`config.mk`:
```
export PLATFORM = sky130hd
export DESIGN_NAME = multicycle_controller
export DESIGN_NICKNAME = d
export VERILOG_FILES = /design/src/rtl/multicycle_controller.sv
export SDC_FILE = /design/constraint.sdc
export NUM_CORES = 1
export LEC_CHECK = 0
export CORE_UTILIZATION = 50
export DETAILED_ROUTE_END_ITERATION = 16
export HOLD_SLACK_MARGIN = 0.08
export PLACE_DENSITY = 0.84
export SETUP_SLACK_MARGIN = 0.4
export SLEW_MARGIN = 20
export SYNTH_ARGS = -nofsm -noshare
export SYNTH_HDL_FRONTEND = slang
export SYNTH_SLANG_ARGS = --single-unit
```
`constraint.sdc`:
```
create_clock -name clk -period 3.9 [get_ports clk]
set_clock_uncertainty 0.2 [all_clocks]
set_input_delay 0.585 -clock clk [delete_from_list [all_inputs] [get_ports clk]]
set_output_delay 0.585 -clock clk [all_outputs]
set_load 0.01 [all_outputs]
```
`src/rtl/multicycle_controller.sv`:
```
// -----------------------------------------------------------------------------
// multicycle_controller
//
// Main control FSM for a multicycle RV32I-subset datapath that shares one
// memory port for instruction fetch and data access.
//
// Per-instruction sequence:
//   FETCH -> DECODE -> EXECUTE -> [MEMORY] -> [WRITEBACK] -> FETCH
// Illegal opcodes and memory timeouts park the controller in HALT. Only reset
// leaves HALT.
//
// Parameters
//   timeout_cycles : consecutive mem_ready-low cycles tolerated in FETCH or
//                    MEMORY before the access is abandoned with bus_error.
//
// Optional feature
//   CTRL_PERF_COUNTERS_EN : when defined, adds cycle_count (counts non-HALT
//                           cycles) and instret_count (counts pc_write pulses).
//
// Ports
//   clk, reset                 : rising-edge clock, asynchronous active-high reset
//   opcode, func_3_bits        : instruction-register fields
//   alu_zero                   : ALU zero flag (branch compare result)
//   mem_ready                  : memory access done / read data valid this cycle
//   mem_read, mem_write        : memory strobes
//   mem_address_source         : 0 = PC, 1 = ALU result
//   ir_write                   : load instruction register
//   pc_write, pc_source        : update PC; 0 = PC+4, 1 = branch target
//   register_write             : register file write enable
//   memory_to_register         : writeback data from memory (loads)
//   alu_source                 : 0 = rs2, 1 = immediate
//   alu_option                 : ALU operation select
//   AuipcLui                   : ALU operand A: 0 = PC, 1 = zero, 2 = rs1
//   state                      : current FSM state encoding
//   illegal_instruction        : sticky, set on an illegal opcode
//   bus_error                  : sticky, set on a memory timeout
//   cycle_count, instret_count : performance counters (optional)
// -----------------------------------------------------------------------------
module multicycle_controller #(
    parameter int unsigned timeout_cycles = 16
) (
    input  logic        clk,
    input  logic        reset,
    input  logic [6:0]  opcode,
    input  logic [2:0]  func_3_bits,
    input  logic        alu_zero,
    input  logic        mem_ready,
    output logic        mem_read,
    output logic        mem_write,
    output logic        mem_address_source,
    output logic        ir_write,
    output logic        pc_write,
    output logic        pc_source,
    output logic        register_write,
    output logic        memory_to_register,
    output logic        alu_source,
    output logic [3:0]  alu_option,
    output logic [1:0]  AuipcLui,
    output logic [2:0]  state,
    output logic        illegal_instruction,
    output logic        bus_error
`ifdef CTRL_PERF_COUNTERS_EN
    ,
    output logic [31:0] cycle_count,
    output logic [31:0] instret_count
`endif
);

    typedef enum logic [2:0] {
        StFetch     = 3'd0,
        StDecode    = 3'd1,
        StExecute   = 3'd2,
        StMemory    = 3'd3,
        StWriteback = 3'd4,
        StHalt      = 3'd5
    } state_e;

    typedef enum logic [2:0] {
        OpR,
        OpImm,
        OpLoad,
        OpStore,
        OpBranch,
        OpLui,
        OpAuipc,
        OpIllegal
    } op_e;

    localparam int unsigned WaitW = (timeout_cycles < 2) ? 1 : $clog2(timeout_cycles + 1);
    // Counter value seen on the last tolerated low cycle.
    localparam logic [WaitW-1:0] WaitLast = WaitW'(timeout_cycles - 1);

    state_e           state_q, state_d;
    op_e              op_q, op_d;
    logic [WaitW-1:0] wait_q, wait_d;
    logic             illegal_q, illegal_d;
    logic             bus_err_q, bus_err_d;
    logic [3:0]       alu_option_q, alu_option_d;
    logic             alu_source_q, alu_source_d;
    logic [1:0]       auipc_lui_q, auipc_lui_d;

    op_e              op_dec;
    logic [3:0]       alu_option_dec;
    logic             alu_source_dec;
    logic [1:0]       auipc_lui_dec;
    logic             wait_expired;
    logic             branch_taken;

    // Opcode classification.
    always_comb begin
        case (opcode)
            7'b0110011: op_dec = OpR;
            7'b0010011: op_dec = OpImm;
            7'b0000011: op_dec = OpLoad;
            7'b0100011: op_dec = OpStore;
            7'b1100011: op_dec = OpBranch;
            7'b0110111: op_dec = OpLui;
            7'b0010111: op_dec = OpAuipc;
            default:    op_dec = OpIllegal;
        endcase
    end

    // ALU controls for the decoded class; captured at the end of DECODE so
    // they stay stable through EXECUTE, MEMORY and WRITEBACK.
    always_comb begin
        alu_option_dec = 4'b0000;
        alu_source_dec = 1'b1;
        auipc_lui_dec  = 2'd2;
        case (op_dec)
            OpR: begin
                alu_option_dec = 4'b0010;
                alu_source_dec = 1'b0;
            end
            OpImm:    alu_option_dec = 4'b0011;
            OpBranch: begin
                alu_option_dec = 4'b0001;
                alu_source_dec = 1'b0;
            end
            OpLui:    auipc_lui_dec = 2'd1;
            OpAuipc:  auipc_lui_dec = 2'd0;
            default:  ;
        endcase
    end

    assign wait_expired = !mem_ready && (wait_q == WaitLast);

    // beq taken on zero, bne taken on non-zero; other funct3 never taken.
    assign branch_taken = ((func_3_bits == 3'b000) && alu_zero) ||
                          ((func_3_bits == 3'b001) && !alu_zero);

    // Next-state logic.
    always_comb begin
        state_d      = state_q;
        op_d         = op_q;
        // Counter is zero whenever the FSM is not waiting, so it is clear on
        // every entry to FETCH or MEMORY.
        wait_d       = '0;
        illegal_d    = illegal_q;
        bus_err_d    = bus_err_q;
        alu_option_d = alu_option_q;
        alu_source_d = alu_source_q;
        auipc_lui_d  = auipc_lui_q;

        case (state_q)
            StFetch: begin
                if (mem_ready) begin
                    state_d = StDecode;
                end else if (wait_expired) begin
                    state_d   = StHalt;
                    bus_err_d = 1'b1;
                end else begin
                    wait_d = wait_q + 1'b1;
                end
            end
            StDecode: begin
                op_d = op_dec;
                if (op_dec == OpIllegal) begin
                    state_d   = StHalt;
                    illegal_d = 1'b1;
                end else begin
                    state_d      = StExecute;
                    alu_option_d = alu_option_dec;
                    alu_source_d = alu_source_dec;
                    auipc_lui_d  = auipc_lui_dec;
                end
            end
            StExecute: begin
                case (op_q)
                    OpLoad, OpStore: state_d = StMemory;
                    OpBranch:        state_d = StFetch;
                    default:         state_d = StWriteback;
                endcase
            end
            StMemory: begin
                if (mem_ready) begin
                    state_d = (op_q == OpLoad) ? StWriteback : StFetch;
                end else if (wait_expired) begin
                    state_d   = StHalt;
                    bus_err_d = 1'b1;
                end else begin
                    wait_d = wait_q + 1'b1;
                end
            end
            StWriteback: state_d = StFetch;
            StHalt:      state_d = StHalt;
            default:     state_d = StHalt;
        endcase
    end

    always_ff @(posedge clk or posedge reset) begin
        if (reset) begin
            state_q      <= StFetch;
            op_q         <= OpR;
            wait_q       <= '0;
            illegal_q    <= 1'b0;
            bus_err_q    <= 1'b0;
            alu_option_q <= 4'b0000;
            alu_source_q <= 1'b0;
            auipc_lui_q  <= 2'd2;
        end else begin
            state_q      <= state_d;
            op_q         <= op_d;
            wait_q       <= wait_d;
            illegal_q    <= illegal_d;
            bus_err_q    <= bus_err_d;
            alu_option_q <= alu_option_d;
            alu_source_q <= alu_source_d;
            auipc_lui_q  <= auipc_lui_d;
        end
    end

    // Output decode. Reset masks everything combinationally so strobes drop
    // in the same cycle reset rises, even mid-access.
    always_comb begin
        mem_read           = 1'b0;
        mem_write          = 1'b0;
        mem_address_source = 1'b0;
        ir_write           = 1'b0;
        pc_write           = 1'b0;
        pc_source          = 1'b0;
        register_write     = 1'b0;
        memory_to_register = 1'b0;
        alu_source         = 1'b0;
        alu_option         = 4'b0000;
        AuipcLui           = 2'd2;

        if (!reset) begin
            case (state_q)
                StFetch: begin
                    mem_read = 1'b1;
                    ir_write = mem_ready;
                end
                StExecute: begin
                    alu_option = alu_option_q;
                    alu_source = alu_source_q;
                    AuipcLui   = auipc_lui_q;
                    if (op_q == OpBranch) begin
                        pc_write  = 1'b1;
                        pc_source = branch_taken;
                    end
                end
                StMemory: begin
                    alu_option         = alu_option_q;
                    alu_source         = alu_source_q;
                    AuipcLui           = auipc_lui_q;
                    mem_address_source = 1'b1;
                    mem_read           = (op_q == OpLoad);
                    mem_write          = (op_q == OpStore);
                    pc_write           = (op_q == OpStore) && mem_ready;
                end
                StWriteback: begin
                    alu_option         = alu_option_q;
                    alu_source         = alu_source_q;
                    AuipcLui           = auipc_lui_q;
                    register_write     = 1'b1;
                    memory_to_register = (op_q == OpLoad);
                    pc_write           = 1'b1;
                end
                default: ;
            endcase
        end
    end

    assign state               = state_q;
    assign illegal_instruction = illegal_q;
    assign bus_error           = bus_err_q;

`ifdef CTRL_PERF_COUNTERS_EN
    logic [31:0] cycle_count_q, cycle_count_d;
    logic [31:0] instret_count_q, instret_count_d;

    always_comb begin
        cycle_count_d   = cycle_count_q + {31'd0, (state_q != StHalt)};
        instret_count_d = instret_count_q + {31'd0, pc_write};
    end

    always_ff @(posedge clk or posedge reset) begin
        if (reset) begin
            cycle_count_q   <= '0;
            instret_count_q <= '0;
        end else begin
            cycle_count_q   <= cycle_count_d;
            instret_count_q <= instret_count_d;
        end
    end

    assign cycle_count   = cycle_count_q;
    assign instret_count = instret_count_q;
`endif

endmodule

```
==> impl_metrics.yaml, run 1 <==
route:
  wl_per_cell_um: 14.0
  vias_per_cell: 5.77
  drt_iter0_drc: 25
  antenna_left: 0
  vias: 1044
  drt_wl_total_um: 2540
  dr.pass1.iters: 4
  drc: 0
layout:
  final_common_cell: "clkdlybuf4s50_1"
  most-common-layout-cells: "clkdlybuf4s50_1, dfrtp_1, nor2_1"
  nets: 170
  area_growth_pct: 31.6
  drive_gt1_frac: 0.0584
  register_area_um2: 452
  fillers: 172
  n_antenna_cell: 0
  multi_input_area_um2: 636
logic_synthesis:
  synth_warnings: 0
  synth_area_um2: 1130
  synth_ff_type: "dfrtp_1"
  yosysSeqAreaShare: 0.400
  syn_inst: 124
  synth_cell_types: 48
  synth_edf_count: 0
  async_flop_share: 1.00
  ys_ff_latch: 18
  avgSynthCellArea_um2: 9.11
place:
  hpwl_um: 1910
  port_buffers: 31
  gp_congestion: 0.854
cts:
  cts_made_buffers: 3
  post_cts_buffers: 0
  cts.clk_slew.worst_paths_ns: 0.10
  cts_resized: 0
  cts_hold_buf: 0
  cts_tree: "done"
  cts_sinks: 18
  clockBufferDepth: 2
  insertion_delay_ns: 0.30
  cts-root-buf: "clkbuf_4"
  cts_max_level: 1
worst_hold_path:
  worstHoldStart: "wait_q[0]"
  whs_endpoint: "wait_q[0]"
  holdPathStages: 1
  hold_path_class: "reg2reg"
critical_path:
  regToRegStartpoint: "state[0]"
  reg2reg_slack_ns: 1.70
  cp.arrival_ns: 2.40
  worst-setup-path-type: "reg2out"
  r2r_end: "alu_option_q[0]"
  r2r_cells: 4
  start_kind: "flip-flop"
  crit_fanout: 16
  worstPathRequired_ns: 3.12
  worstSetupEndpointType: "output pin"
sta:
  setup_viol: 0
  rsz0062_at_grt: "no"
  fin_crit_ns: 3.19
  fin_hold_ws_ns: 0.282
  finalSetupTns_ns: 0
  hold_viol: 0
  finalCritPeriodShare: 0.818
  slew_violations: 0
  fmax_ghz: 0.314
power:
  leakagePower_nw: 0.583
  powerDensity_nw_per_um2: 234
  ir_drop_v: 0.000250
floorplan:
  die_h_um: 49.5
  start_util: 0.553
  die_w_um: 49.5
  core_region_area_um2: 2040
  dieArea_um2: 2450
  num_rows: 16
  ios: 34
global_routing:
  grt_max_degree: 19
  grt_pass1_vias: 984
  track_usage: 0.228
  antenna_found_initial: 0
  grt-ovfl-total: 0
  grt_pass1_wl_um: 4350
run_status:
  status: "finished clean"
job:
  max-cap-violations: 0
==> state kept, by name (all words and copies together) (netlist names) <==
| signal | count |
|---|---|
| wait_q | 5 |
| illegal_instruction | 1 |
| state | 3 |
| auipc_lui_q | 2 |
| bus_error | 1 |
| alu_source_q | 1 |
| op_q | 3 |
| alu_option_q | 2 |
==> where the power goes <==
part / internal (mW) / leakage, nW / switching, mW
clock: 0.0570 / 0.0210 / 0.0611
sequential: 0.189 / 0.220 / 0.00176
combinational: 0.0202 / 0.342 / 0.0197
total: 0.266 / 0.583 / 0.0826
==> worst max-delay path by stage <==
| stage | from | to | slack (ns) | cells after the start |
|---|---|---|---|---|
| after detailed placement | reset | alu_option[0] | 0.93 | 4 |
| after floorplan | reset | mem_write | 1.61 | 3 |
| final | state[0] | alu_source | 0.71 | 5 |
| after CTS | state[0] | alu_source | 0.70 | 5 |
| after global routing | state[0] | alu_option[0] | 0.56 | 5 |
| after global placement | mem_ready | pc_write | 0.94 | 5 |
==> worst max-delay path, stage by stage (launching register included) <==
cell and delay (ns):
dfrtp_1 0.55, nor2_1 0.30, nand2_1 0.14, a21oi_1 0.38
and2_1 0.19, clkdlybuf4s50_1 0.53
==> cell type report <==
cell class	count	share of cell area
clock buffer	4	0.0244
inverter	3	0.00758
sequential	18	0.304
timing repair buffer	32	0.214
tap	27	0.0227
multi-input combinational	97	0.428
==> cells in the mapped netlist (all sizes together), types with 2 or more instances <==
cell     count  area (µm²)
buf          3        20.0
and3         4        25.0
nand2        6        22.5
or2          2        12.5
a21oi        3        15.0
a2111oi      2        23.8
o22a         3        26.3
nor2        11        41.3
nor3         4        20.0
nand3        3        15.0
nor3b        3        22.5
o31ai        2        15.0
clkbuf       4        15.0
nor2b        3        18.8
and2         5        31.3
a21o         2        15.0
xor2         3        26.3
nand3b       3        22.5
inv          3        11.3
o21bai       2        15.0
nand2b       5        31.3
dfrtp       17         425
o21ai        6        30.0
a211oi       3        22.5
==> per-stage QoR <==
| step | cell area, µm² | power (mW) | std cells | setup slack, ns | util |
|---|---|---|---|---|---|
| 6_report | 1490 | 0.348 | 181 | 0.711 | 0.728 |
| 5_1_grt | 1490 | 0.360 | 181 | 0.560 | 0.728 |
| 4_1_cts | 1490 | 0.349 | 181 | 0.703 | 0.728 |
| 3_5_place_dp | 1450 | 0.234 | 177 | 0.931 | 0.710 |
| 3_3_place_gp | 1450 | 0.233 | 177 | 0.938 | 0.710 |
| 2_1_floorplan | 1130 | 0.213 | 125 | 1.61 | - |
==> logic make-up (layout without fill, tap and decap cells) <==
group           after synthesis  count (layout)  synth area share
compound gates               34              34             0.229
flops                        18              18             0.400
xor+xnor                      4               4            0.0310
buf+inv                      10              39            0.0410
simple gates                 55              55             0.276
mux                           1               1           0.00886
other cells                   1               2           0.00332
fa+ha+maj                     1               1            0.0111
==> routing by layer <==
layer  GRT usage  wire [µm]  vias to the layer above
met5           0          0                        -
li1            -          -                      516
met1       0.305       1220                      489
met2       0.378       1170                       35
met3      0.0340        119                        4
met4      0.0714         23                        0
Power figures use the tool's default switching activity.
==> run 2: changes to the inputs <==
--- a/config.mk
+++ b/config.mk
@@ -5,10 +5,10 @@
 export SDC_FILE = /design/constraint.sdc
 export NUM_CORES = 1
 export LEC_CHECK = 0
-export CORE_UTILIZATION = 50
+export CORE_UTILIZATION = 46
 export DETAILED_ROUTE_END_ITERATION = 16
 export HOLD_SLACK_MARGIN = 0.08
-export PLACE_DENSITY = 0.84
+export PLACE_DENSITY = 0.78
 export SETUP_SLACK_MARGIN = 0.4
 export SLEW_MARGIN = 20
 export SYNTH_ARGS = -nofsm -noshare
==> constraint.sdc (replaced) <==
create_clock -name clk -period 3.3 [get_ports clk]
set_clock_uncertainty 0.2 [all_clocks]
set_input_delay 0.495 -clock clk [delete_from_list [all_inputs] [get_ports clk]]
set_output_delay 0.495 -clock clk [all_outputs]
set_load 0.01 [all_outputs]
==> run 2 against run 1 <==
Core utilization fell by 6.0 points; sequential cell count did not move; clock power barely moved; largest cell class unchanged; final area rose by 1.3%; largest power group unchanged; sequential power rose by 18%; first-iteration DRC count fell by 36%; cell count rose by 1.1%; critical path depth did not move; via count rose by 2.6%.
==> impl_metrics.yaml, run 2 (synthesis gave the netlist of run 1 again) <==
sta:
  rsz0062_at_grt: "yes"
  finalSetupTns_ns: 0
  setup_slack_ns: 0.479
  slew_violations: 0
  finalCritPeriodShare: 0.855
  hold_viol: 0
  fin_crit_ns: 2.82
  fmax_ghz: 0.354
  setup_viol: 0
  fin_hold_ws_ns: 0.267
global_routing:
  antenna_found_initial: 0
  grt-ovfl-total: 0
  grt_pass1_wl_um: 4650
  grt_max_degree: 19
  track_usage: 0.237
  grt_pass1_vias: 1067
layout:
  area_growth_pct: 33.3
  n_antenna_cell: 0
  top_register: "wait_q"
  fillers: 209
  fin_util: 0.668
  nets: 171
  drive_gt1_frac: 0.0839
  final_area_um2: 1510
  largest_reg_flops: 5
  most-common-layout-cells: "clkdlybuf4s50_1, dfrtp_1, nor2_1"
  final_common_cell: "clkdlybuf4s50_1"
job:
  max-cap-violations: 0
power:
  leakagePower_nw: 0.579
  powerDensity_nw_per_um2: 259
  ir_drop_v: 0.000262
floorplan:
  dieArea_um2: 2660
  core_region_area_um2: 2250
  start_util: 0.501
  die_w_um: 51.6
  num_rows: 17
  die_h_um: 51.6
  ios: 34
route:
  drt_wl_total_um: 2840
  drc: 0
  wl_per_cell_um: 15.5
  dr.pass1.iters: 4
  vias: 1071
  antenna_left: 0
  drt_iter0_drc: 16
  vias_per_cell: 5.85
run_status:
  status: "finished clean"
cts:
  post_cts_buffers: 0
  cts_max_level: 1
  cts_hold_buf: 0
  cts_made_buffers: 3
  cts.clk_slew.worst_paths_ns: 0.10
  cts_tree: "done"
  insertion_delay_ns: 0.29
  clockBufferDepth: 2
  cts_sinks: 18
  cts-root-buf: "clkbuf_4"
place:
  hpwl_um: 2130
  port_buffers: 31
  place_area_um2: 1460
  gp_congestion: 0.816
  pre_cts_ws_ns: 0.529
critical_path:
  crit_fanout: 8
  regToRegStartpoint: "state[0]"
  worstPathRequired_ns: 2.60
  cp.arrival_ns: 2.13
  start_kind: "input pin"
  startpoint: "mem_ready"
  worstSetupEndpointType: "output pin"
  worst-setup-path-type: "in2out"
worst_hold_path:
  worstHoldStart: "wait_q[0]"
  hold_path_class: "reg2reg"
-- run 2: timing repair --
| action | 4_1_cts | 5_1_grt |
|---|---|---|
| gates cloned | 0 | 0 |
| endpoints found under the setup margin | 4 | 5 |
| endpoints found under the hold margin | 0 | 0 |
| gates resized for setup | 2 | 3 |
-- run 2: path summary, 6_finish.rpt --
kind	end	slack (ns)	cells after the start
worst max-delay path	pc_write	0.48	5
worst min-delay path	wait_q[0]	0.27	1
worst max register to register	alu_option_q[0]	1.15	5
worst min register to register	wait_q[0]	0.27	1
max in group asynchronous	auipc_lui_q[1]	2.11	3
min in group asynchronous	op_q[0]	0.53	3
-- run 2: power by group --
part | total [mW] | switching (mW) | internal [mW]
Sequential | 0.225 | 0.00241 | 0.223
Clock | 0.116 | 0.0687 | 0.0471
Combinational | 0.0490 | 0.0250 | 0.0240
Total | 0.390 | 0.0961 | 0.294
-- run 2: per-layer routing --
metal	global-route usage	up-vias	wire [µm]
met3	0.0497	7	107
met5	0	-	0
li1	-	521	-
met2	0.400	28	1380
met4	0.0901	0	46
met1	0.296	515	1300
-- run 2: critical path: stages --
cell             delay, ns
clkdlybuf4s50_1       0.62
a41oi_1               0.18
o21a_1                0.21
nor2_1                0.08
clkdlybuf4s50_1       0.54
-- run 2: metrics by stage --
stage | instances | power (mW)
final | 183 | 0.390
after global routing | 183 | 0.404
after CTS | 183 | 0.391
after detailed placement | 179 | 0.277
after global placement | 179 | 0.276
after floorplan | 125 | 0.252
-- run 2: cell type report --
type / instances / area [µm²] / share of cell area
Tap cell: 28 / 35.0 / 0.0233
Multi-Input combinational cell: 97 / 656 / 0.435
Timing Repair Buffer: 33 / 325 / 0.216
Sequential cell: 18 / 453 / 0.301
Inverter: 3 / 11.3 / 0.00748
Clock buffer: 4 / 26.3 / 0.0174
==> run 3: changes to the inputs <==
--- a/config.mk
+++ b/config.mk
@@ -8,7 +8,7 @@
 export CORE_UTILIZATION = 46
 export DETAILED_ROUTE_END_ITERATION = 16
 export HOLD_SLACK_MARGIN = 0.08
-export PLACE_DENSITY = 0.78
+export PLACE_DENSITY_LB_ADDON = 0.12
 export SETUP_SLACK_MARGIN = 0.4
 export SLEW_MARGIN = 20
 export SYNTH_ARGS = -nofsm -noshare
==> run 3 against run 2 <==
Hold slack better by 0.010 ns; critical path depth is 1 higher; largest cell class unchanged; die area stayed put; via count fell by 2.3%.
==> impl_metrics.yaml, run 3 (synthesis gave the netlist of run 1 again) <==
route:
  vias_per_cell: 5.68
  antenna_left: 0
  drc: 0
  drt_iter0_drc: 20
  drt_wl_total_um: 2640
  dr.pass1.iters: 4
  vias: 1046
  wl_per_cell_um: 14.3
layout:
  largest_reg_flops: 5
  top_register: "wait_q"
  most-common-layout-cells: "clkdlybuf4s50_1, dfrtp_1, nor2_1"
  n_antenna_cell: 0
  final_common_cell: "clkdlybuf4s50_1"
  final_area_um2: 1520
  area_growth_pct: 34.1
  final_cell_count_no_fill: 184
  nets: 172
  drive_gt1_frac: 0.0897
critical_path:
  cp.arrival_ns: 2.14
  path_cells: "buf_4, nor4b_2, a41oi_1, o21a_1, nor2_1, clkdlybuf4s50_1"
  crit_slowest_cell: "clkdlybuf4s50_1"
  critPathTopFamily: "buffers and inverters"
  cpPeakStageDelay_ns: 0.55
  start_kind: "flip-flop"
  path_buf_inv: 2
  worst-setup-path-type: "reg2out"
  worstPathRequired_ns: 2.60
  r2r_cells: 5
  regToRegStartpoint: "state[1]"
  crit_fanout: 15
  worstSetupEndpointType: "output pin"
  startpoint: "state[0]"
  reg2reg_slack_ns: 1.12
  r2r_end: "alu_option_q[0]"
global_routing:
  grt_max_degree: 19
  grt-ovfl-total: 0
  antenna_found_initial: 0
  track_usage: 0.214
  grt_pass1_vias: 967
  grt_pass1_wl_um: 4190
cts:
  clockBufferDepth: 2
  insertion_delay_ns: 0.30
  cts_tree: "done"
  cts_max_level: 1
  cts-root-buf: "clkbuf_4"
  cts_sinks: 18
  cts.clk_slew.worst_paths_ns: 0.10
  cts_made_buffers: 3
power:
  powerDensity_nw_per_um2: 272
  leakagePower_nw: 0.592
  finalPower_mw: 0.413
  ir_drop_v: 0.000257
floorplan:
  die_h_um: 51.6
  die_w_um: 51.6
  num_rows: 17
  dieArea_um2: 2660
  core_region_area_um2: 2250
  ios: 34
  start_util: 0.501
place:
  gp_congestion: 0.791
  dp_cells: 180
  place_area_um2: 1470
  port_buffers: 31
  hpwl_um: 1910
worst_hold_path:
  holdPathStages: 1
  worstHoldStart: "wait_q[0]"
  hold_path_class: "reg2reg"
  whs_endpoint: "wait_q[0]"
sta:
  fin_hold_ws_ns: 0.278
  finalCritPeriodShare: 0.858
  rsz0062_at_grt: "no"
  fin_crit_ns: 2.83
  fmax_ghz: 0.353
  slew_violations: 0
  hold_viol: 0
  finalSetupTns_ns: 0
  setup_viol: 0
run_status:
  status: "finished clean"
job:
  max-cap-violations: 0
-- run 3: worst max-delay path by stage --
stage | endpoint | slack [ns] | cells after the start
floorplan | mem_write | 1.19 | 3
CTS | pc_write | 0.46 | 6
global placement | alu_option[0] | 0.51 | 4
global route | pc_write | 0.37 | 6
detailed placement | AuipcLui[0] | 0.51 | 4
finish | pc_write | 0.47 | 6
-- run 3: routing by layer --
layer	share of wire	global-route usage	vias to the layer above	routed length (µm)
met5	0	0	-	0
met4	0.012	0.0676	0	31
met3	0.031	0.0351	4	82
met2	0.46	0.357	25	1210
met1	0.50	0.284	496	1320
li1	-	-	521	-
-- run 3: timing repair --
action | 4_1_cts | 5_1_grt
setup endpoints to repair | 4 | 5
hold buffers | 0 | 0
endpoints found under the hold margin | 0 | 0
setup buffers | 0 | 0
gates resized for setup | 1 | 2
-- run 3: per-stage QoR --
step	setup slack (ns)	util
after floorplan	1.19	-
after global placement	0.510	0.650
after detailed placement	0.509	0.650
after CTS	0.456	0.668
after global routing	0.369	0.672
final	0.468	0.672
-- run 3: where the power goes --
part | leakage [nW] | switching [mW] | internal [mW]
Combinational | 0.351 | 0.0243 | 0.0239
Clock | 0.0210 | 0.0719 | 0.0673
Sequential | 0.220 | 0.00226 | 0.223
Total | 0.592 | 0.0985 | 0.314
-- run 3: cell type report --
cell class                 count  area (µm²)
fill                         204         739
multi-input combinational     97         648
sequential                    18         452
timing repair buffer          34         333
clock buffer                   4        36.3
tap                           28        35.0
inverter                       3        11.3
-- run 3: worst reg2reg max path: stages (launching register included) --
cell and delay, ns:
dfrtp_1 0.42, buf_4 0.18, or3b_1 0.44, a2111o_1 0.48, a2111oi_2 0.28, a21o_1 0.13
